**config.mk**
```make
export PLATFORM = sky130hd
export DESIGN_NAME = pc_sequencer
export DESIGN_NICKNAME = d
export VERILOG_FILES = /design/src/rtl/pc_seq_pkg.sv /design/src/rtl/load_use_detect.sv /design/src/rtl/pc_sequencer.sv
export SDC_FILE = /design/constraint.sdc
export NUM_CORES = 1
export LEC_CHECK = 0
export CORE_MARGIN = 2
export CORE_UTILIZATION = 45
export CTS_BUF_LIST = sky130_fd_sc_hd__clkbuf_16
export DETAILED_ROUTE_END_ITERATION = 16
export GPL_TIMING_DRIVEN = 0
export PLACE_DENSITY_LB_ADDON = 0.12
export SYNTH_ARGS = -nofsm -noshare
export SYNTH_HDL_FRONTEND = slang
export SYNTH_SLANG_ARGS = --single-unit
```
**constraint.sdc**
```tcl
create_clock -name clk -period 4.25 [get_ports clk]
set_input_delay 0.6375 -clock clk [delete_from_list [all_inputs] [get_ports clk]]
set_output_delay 0.6375 -clock clk [all_outputs]
set_load 0.03 [all_outputs]
```
**src/rtl/pc_seq_pkg.sv**
```systemverilog
// Shared types and constants for the PC sequencer and related hazard logic.
package pc_seq_pkg;
   typedef enum logic [1:0] {BOOT, RUN, PEND} seq_state_e;
   localparam logic [31:0] PC_STEP       = 32'd4;
   localparam logic [31:0] PC_ALIGN_MASK = 32'hFFFF_FFFC;
endpackage

```
**src/rtl/load_use_detect.sv**
```systemverilog
// Combinational load-use hazard comparator between the ID sources and a load in EX.
module load_use_detect (
   input  logic       ex_mem_read,
   input  logic [4:0] ex_rd,
   input  logic [4:0] id_rs1,
   input  logic [4:0] id_rs2,
   input  logic       id_uses_rs1,
   input  logic       id_uses_rs2,
   output logic       load_use
);
   logic hit_rs1, hit_rs2;

   assign hit_rs1  = id_uses_rs1 && (id_rs1 == ex_rd);
   assign hit_rs2  = id_uses_rs2 && (id_rs2 == ex_rd);
   // x0 is never a real producer, so a load targeting it cannot create a hazard.
   assign load_use = ex_mem_read && (ex_rd != 5'd0) && (hit_rs1 || hit_rs2);
endmodule

```
**src/rtl/pc_sequencer.sv**
```systemverilog
// Next-PC selection, stall/flush control and saturating perf counters for the
// 5-stage pipeline; redirects that meet an outstanding fetch are parked in PEND.
module pc_sequencer
   import pc_seq_pkg::*;
#(
   parameter logic [31:0] RESET_PC = 32'h0000_0000,
   parameter int          CNT_W    = 32
) (
   input  logic             clk,
   input  logic             reset_n,
   input  logic [31:0]      IF_PC,
   input  logic             imem_ready,
   input  logic [4:0]       ID_rs1,
   input  logic [4:0]       ID_rs2,
   input  logic             ID_uses_rs1,
   input  logic             ID_uses_rs2,
   input  logic             EX_MemRead,
   input  logic [4:0]       EX_rd,
   input  logic             EX_redirect,
   input  logic [31:0]      EX_target,
   output logic             PCWrite,
   output logic [31:0]      nextPC,
   output logic             IF_ID_Write,
   output logic             IF_ID_Flush,
   output logic             ID_EX_Flush,
   output logic [CNT_W-1:0] perf_stall_cnt,
   output logic [CNT_W-1:0] perf_flush_cnt
);
   seq_state_e       state_q, state_d;
   logic [31:0]      pend_target_q, pend_target_d;
   logic [CNT_W-1:0] stall_cnt_q, stall_cnt_d;
   logic [CNT_W-1:0] flush_cnt_q, flush_cnt_d;
   logic             load_use, stall_evt, flush_evt;

   load_use_detect u_lud (
      .ex_mem_read (EX_MemRead),
      .ex_rd       (EX_rd),
      .id_rs1      (ID_rs1),
      .id_rs2      (ID_rs2),
      .id_uses_rs1 (ID_uses_rs1),
      .id_uses_rs2 (ID_uses_rs2),
      .load_use    (load_use)
   );

   always_comb begin
      state_d       = state_q;
      pend_target_d = pend_target_q;
      PCWrite       = 1'b0;
      nextPC        = IF_PC & PC_ALIGN_MASK;
      IF_ID_Write   = 1'b1;
      IF_ID_Flush   = 1'b0;
      ID_EX_Flush   = 1'b0;
      flush_evt     = 1'b0;
      unique case (state_q)
         BOOT: begin
            PCWrite     = 1'b1;
            nextPC      = RESET_PC & PC_ALIGN_MASK;
            IF_ID_Flush = 1'b1;
            ID_EX_Flush = 1'b1;
            state_d     = RUN;
         end
         RUN: begin
            if (EX_redirect && imem_ready) begin
               PCWrite     = 1'b1;
               nextPC      = EX_target & PC_ALIGN_MASK;
               IF_ID_Flush = 1'b1;
               ID_EX_Flush = 1'b1;
               flush_evt   = 1'b1;
            end else if (EX_redirect) begin
               pend_target_d = EX_target & PC_ALIGN_MASK;
               state_d       = PEND;
               IF_ID_Flush   = 1'b1;
               ID_EX_Flush   = 1'b1;
               flush_evt     = 1'b1;
            end else if (load_use) begin
               IF_ID_Write = 1'b0;
               ID_EX_Flush = 1'b1;
            end else if (!imem_ready) begin
               IF_ID_Flush = 1'b1;
            end else begin
               PCWrite = 1'b1;
               nextPC  = (IF_PC + PC_STEP) & PC_ALIGN_MASK;
            end
         end
         PEND: begin
            // Whatever word returns here is wrong-path, so IF/ID always gets a NOP.
            IF_ID_Flush = 1'b1;
            if (imem_ready) begin
               PCWrite = 1'b1;
               nextPC  = pend_target_q;
               state_d = RUN;
            end
         end
         default: state_d = BOOT;
      endcase
      stall_evt   = (state_q != BOOT) && !PCWrite;
      stall_cnt_d = (stall_evt && !(&stall_cnt_q)) ? stall_cnt_q + 1'b1 : stall_cnt_q;
      flush_cnt_d = (flush_evt && !(&flush_cnt_q)) ? flush_cnt_q + 1'b1 : flush_cnt_q;
   end

   always_ff @(posedge clk or negedge reset_n) begin
      if (!reset_n) begin
         state_q       <= BOOT;
         pend_target_q <= '0;
         stall_cnt_q   <= '0;
         flush_cnt_q   <= '0;
      end else begin
         state_q       <= state_d;
         pend_target_q <= pend_target_d;
         stall_cnt_q   <= stall_cnt_d;
         flush_cnt_q   <= flush_cnt_d;
      end
   end

   assign perf_stall_cnt = stall_cnt_q;
   assign perf_flush_cnt = flush_cnt_q;
endmodule

```
; ---- Word-level counts from Yosys, hierarchy flattened
; Index checks and enable logic that the tools add are counted.
[totals]
register_bits = 96
latchBits = 0
ramBits = 0
romBits = 0
inputBits = 86
output_inout_bits = 100
elab_cells = 66
mem_count = 0
[op_classes]
add_sub_neg = 3
multipliers = 0
n_div = 0
n_lt_le_gt_ge = 0
eq_ne = 7
n_shift = 0
mux = 31
n_bitwise = 1
n_reduce_logical = 20
[ops]
columns = operator, count
row1 = $mux 32, 5
row2 = $pmux 32 s3, 1
row3 = $add 32x1->32 const B, 2
row4 = $reduce_and 32->1, 2
row5 = $add 32x3->32 const B, 1
row6 = $mux 1, 18
row7 = $eq 5x5->1, 2
row8 = $logic_and 1x1->1, 8
row9 = $mux 2, 3
row10 = $ne 2x2->1 const B, 3
row11 = $pmux 2 s3, 1
row12 = $reduce_and 3->1, 2
row13 = $reduce_bool 5->1, 1
row14 = $pmux 1 s2, 2
row15 = $logic_not 1->1, 3
row16 = $pmux 1 s3, 1
row17 = $eq 2x1->1 const B, 1
row18 = $eq 2x2->1 const B, 1
row19 = $logic_not 2->1, 1
row20 = $reduce_bool 2->1, 1
row21 = $reduce_or 2->1, 1
row22 = $logic_or 1x1->1, 1
row23 = $not 1->1, 1

; ---- Depth between registers and ports, before layout
[depth]
depth_word = 11
mapped_depth = 10

; ---- Hierarchy
; From an unflattened synthesis, not the netlist that was laid out.
[unflattened]
cells_unflattened = 708
area_unflattened_um2 = 6510.0
[modules_own_cells]
columns = module, n_inst, cells_per_inst, area_each_um2
row1 = pc_sequencer, 1, 691, 6376.1
row2 = load_use_detect, 1, 17, 133.9

; ---- Worst setup path before layout
; No wires, ideal clock.
[synth_path]
path_kind = input to output
from = input port EX_rd[1]
to = output port nextPC[31]
t_arrival_ns = 2.981
slack_ns = 0.632
cell_stages = 7
path_buffers = 1
path_cell_list = or4_1 > o21a_1 > and2_1 > buf_6 > or3_4 > or2_0 > a211oi_1
[synth_between]
elab_chain_cells = 8
[synth_rtl]
columns = item, line_no
row1 = from (decl), pc_sequencer.sv:18  ; input logic [4:0] EX_rd,
row2 = $eq 5x5->1 (on tied branches), "load_use_detect.sv:13, load_use_detect.sv:14"
row3 = $logic_and 1x1->1 (on tied branches), "load_use_detect.sv:13, load_use_detect.sv:14"
row4 = $logic_or 1x1->1, load_use_detect.sv:16  ; assign load_use = ex_mem_read && (ex_rd != 5'd0) && (hit_rs1 || hit_rs2);
row5 = $logic_and 1x1->1 (*), load_use_detect.sv:16
row6 = $mux 32 (*), pc_sequencer.sv:75  ; end else if (load_use) begin
row7 = $mux 32 (*), pc_sequencer.sv:69  ; end else if (EX_redirect) begin
row8 = $mux 32 (*), pc_sequencer.sv:63  ; if (EX_redirect && imem_ready) begin
row9 = $pmux 32 s3 (*), pc_sequencer.sv:54  ; unique case (state_q)
row10 = to (decl), pc_sequencer.sv:22  ; output logic [31:0] nextPC,
; Every way passes the cells marked *; elsewhere a longest branch is shown, timed or not.

; ---- Final worst setup path
[layout_path]
from = input port EX_rd[1]
to = output port nextPC[14]
; Same word-level chain as after synthesis.

==> results.py <==
metrics = {
    "yosys": {
        "ys_types": 70,
        "yosys_most_used_dff": "dfrtp_1",
        "syn_inst": 679,
        "netlist_area_um2": 6050,
        "synth-edff-count": 0,
        "async_flop_share_pct": 100,
        "ys_seq_area_share_pct": 39.7,
        "synth.avg_cell_area_um2": 8.91,
        "ys_ff_latch": 96,
        "synth_warnings": 0,
    },
    "critical_path": {
        "path_max_fanout": 6,
        "endpoint_kind": "output port",
        "cp.arrival_ps": 3580,
        "path_class": "in2out",
        "rr_worst_depth": 8,
        "crit_path_start_kind": "primary input",
        "required_ps": 3610,
    },
    "place": {
        "portBuffers": 179,
        "hpwlAfterDp_mm": 14.3,
        "placed_cells": 1036,
        "gp_congestion": 0.901,
    },
    "timing": {
        "finClkSkew_ps": 8.50,
        "rsz0062_at_grt": "true",
        "finalMaxSlewViolations": 0,
        "tns_ps": 0,
        "period_needed_ps": 4210,
        "tightest_slew_ps": 648,
        "hold_violations": 0,
        "finalSetupViolations": 0,
        "finalCritPeriodShare_pct": 99.1,
        "max_slew_margin_pct": 56.8,
        "fmax_ghz": 0.237,
    },
    "finish": {
        "syn2layout_area_growth_pct": 39.9,
        "fin_cells": 1053,
        "antenna_cells": 0,
        "final_common_cell": "clkdlybuf4s50_1",
        "utilization_pct": 64.2,
        "layout_common_cells": "153 x clkdlybuf4s50_1, 96 x dfrtp_1, 77 x nand2_1",
        "drive_above_1_share_pct": 10.3,
        "fin_nets": 961,
    },
    "power": {
        "p_per_area_nw_per_um2": 409,
        "ir_drop_mv": 0.392,
        "power.static_leakage_nw": 3.45,
    },
    "route": {
        "top_layer_used": "met4",
        "drcViolationCount": 0,
        "first_pass_iters": 7,
        "drt_wl_total_mm": 19.2,
        "ant_nets": 0,
        "wl_met3_mm": 1.77,
        "vias": 6130,
        "wire_per_inst_um": 18.2,
        "initialDrtViolationCount": 626,
        "wl_met2_mm": 8.95,
        "vias_per_cell": 5.82,
        "wl_met1_mm": 8.01,
    },
    "global_routing": {
        "grt_usage_pct": 26.8,
        "antenna_found_initial": 0,
        "grt_pass1_vias": 6071,
        "grt_max_degree": 51,
        "grt-ovfl-total": 0,
        "grt_pass1_wl_mm": 30.8,
    },
    "cts": {
        "root_buffer": "clkbuf_16",
        "cts_tree": "yes",
        "clockBufferDepth": 2,
        "cts_hold_buf": 0,
        "cts_made_buffers": 9,
        "insertion_delay_ps": 340,
        "cts.sinks": 96,
        "worst_setup_hold_path_clk_slew_ps": 70,
        "h-tree-depth": 3,
    },
    "floorplan": {
        "ios": 186,
        "dieWidth_um": 120,
        "rows": 42,
        "die-height_um": 120,
        "core_area_um2": 13200,
        "start_util_pct": 45.9,
        "die_area_um2": 14400,
    },
    "job": {
        "cap_violations": 0,
    },
    "outcome": {
        "outcome": "finished, final reports clean",
    },
    "hold_path": {
        "min_path_type": "in2async",
    },
}
==> path summary, 6_finish.rpt <==
check / from / end / slack [ps]
max: EX_rd[1] / nextPC[14] / 40
min: reset_n / perf_flush_cnt[1] / 310
max reg2reg: state_q[1] / perf_flush_cnt[27] / 1430
min reg2reg: perf_flush_cnt[27] / perf_flush_cnt[27] / 490
max in group asynchronous: reset_n / perf_stall_cnt[0] / 3290
min in group clk: perf_flush_cnt[27] / perf_flush_cnt[27] / 490
==> cell usage after synthesis, drive strengths merged, types with 3 or more instances <==
library cell | number | area (um2)
nand3 | 41 | 218
nor3b | 3 | 22.5
nor2 | 53 | 209
nand2 | 77 | 289
buf | 9 | 68.8
nor2b | 3 | 18.8
and3 | 11 | 68.8
o21a | 9 | 67.6
ha | 3 | 37.5
o221a | 3 | 33.8
nor4 | 11 | 75.1
and4 | 7 | 63.8
a2bb2oi | 4 | 35.0
a311oi | 3 | 26.3
xor2 | 32 | 280
inv | 20 | 75.1
mux2 | 32 | 360
clkbuf | 21 | 78.8
o22a | 4 | 35.0
dfrtp | 96 | 2400
or3 | 5 | 36.3
xnor2 | 41 | 359
a211oi | 5 | 37.5
a21oi | 37 | 185
nand4 | 29 | 181
or4 | 4 | 33.8
o22ai | 8 | 50.1
a31oi | 6 | 37.5
nor3 | 26 | 150
o21ai | 34 | 170
and2 | 6 | 37.5
==> final cells by class <==
| class | count | area (um2) |
|---|---|---|
| clock buffer | 9 | 225 |
| inverter | 20 | 75.1 |
| clock inverter | 7 | 63.8 |
| buffer | 30 | 151 |
| sequential | 96 | 2400 |
| tap | 176 | 220 |
| fill | 1148 | 4730 |
| timing repair buffer | 181 | 1820 |
| multi-input combinational | 534 | 3500 |
==> timing repair <==
item                                    4_1_cts  5_1_grt
buffers inserted                              0        1
resized for setup                            29       27
pin swaps                                     0        1
endpoints found under the setup margin       29       21
==> metal layers <==
| layer | vias to the layer above | GRT usage (%) |
|---|---|---|
| met5 | - | 0 |
| met4 | 0 | 10.9 |
| met3 | 31 | 6.13 |
| li1 | 2849 | - |
| met1 | 2952 | 35.1 |
| met2 | 298 | 42.8 |
==> metrics by stage <==
stage / power [mW] / cell area [um2] / setup slack [ps] / hold slack, ps
3_5_place_dp: 2.68 / 8090 / -415 / 489
4_1_cts: 3.48 / 8410 / -6.63 / 335
6_report: 3.46 / 8460 / 37.3 / 312
2_1_floorplan: 2.08 / 6050 / 632 / 342
3_3_place_gp: 2.64 / 8060 / -1000 / 475
5_1_grt: 3.63 / 8460 / -26.8 / 363
==> power breakdown <==
group          switching [mW]  leakage [nW]  internal (mW)
Clock                   0.342         0.142          0.451
Sequential              0.173          1.15           1.10
Combinational           0.813          2.16          0.585
==> cells by family (layout without fill, tap and decap cells) <==
kind of cell / count (synthesis) / count (layout) / synth area share [%]
AO/OA/AOI/OAI: 138 / 138 / 14.9
XOR/XNOR: 73 / 73 / 10.6
adder cells (fa/ha/maj): 4 / 4 / 0.786
buffers and inverters: 50 / 247 / 3.68
flip-flops: 96 / 96 / 39.7
multiplexers: 34 / 34 / 6.29
other: 1 / 2 / 0.0620
AND/OR/NAND/NOR: 283 / 283 / 24.0
==> critical path, cell delays in order <==
cell,delay [ps]
clkdlybuf4s50_1,480
or4_1,540
o21a_1,280
and2_1,190
buf_6,140
nor3b_2,330
o21a_1,180
o22a_1,130
clkdlybuf4s50_1,660
==> registers in the layout, summed over array words and instances, names as in the netlist <==
signal and count:
perf_flush_cnt 32, state_q 2, perf_stall_cnt 32, pend_target_q 30
Power figures use the tool's default switching activity.
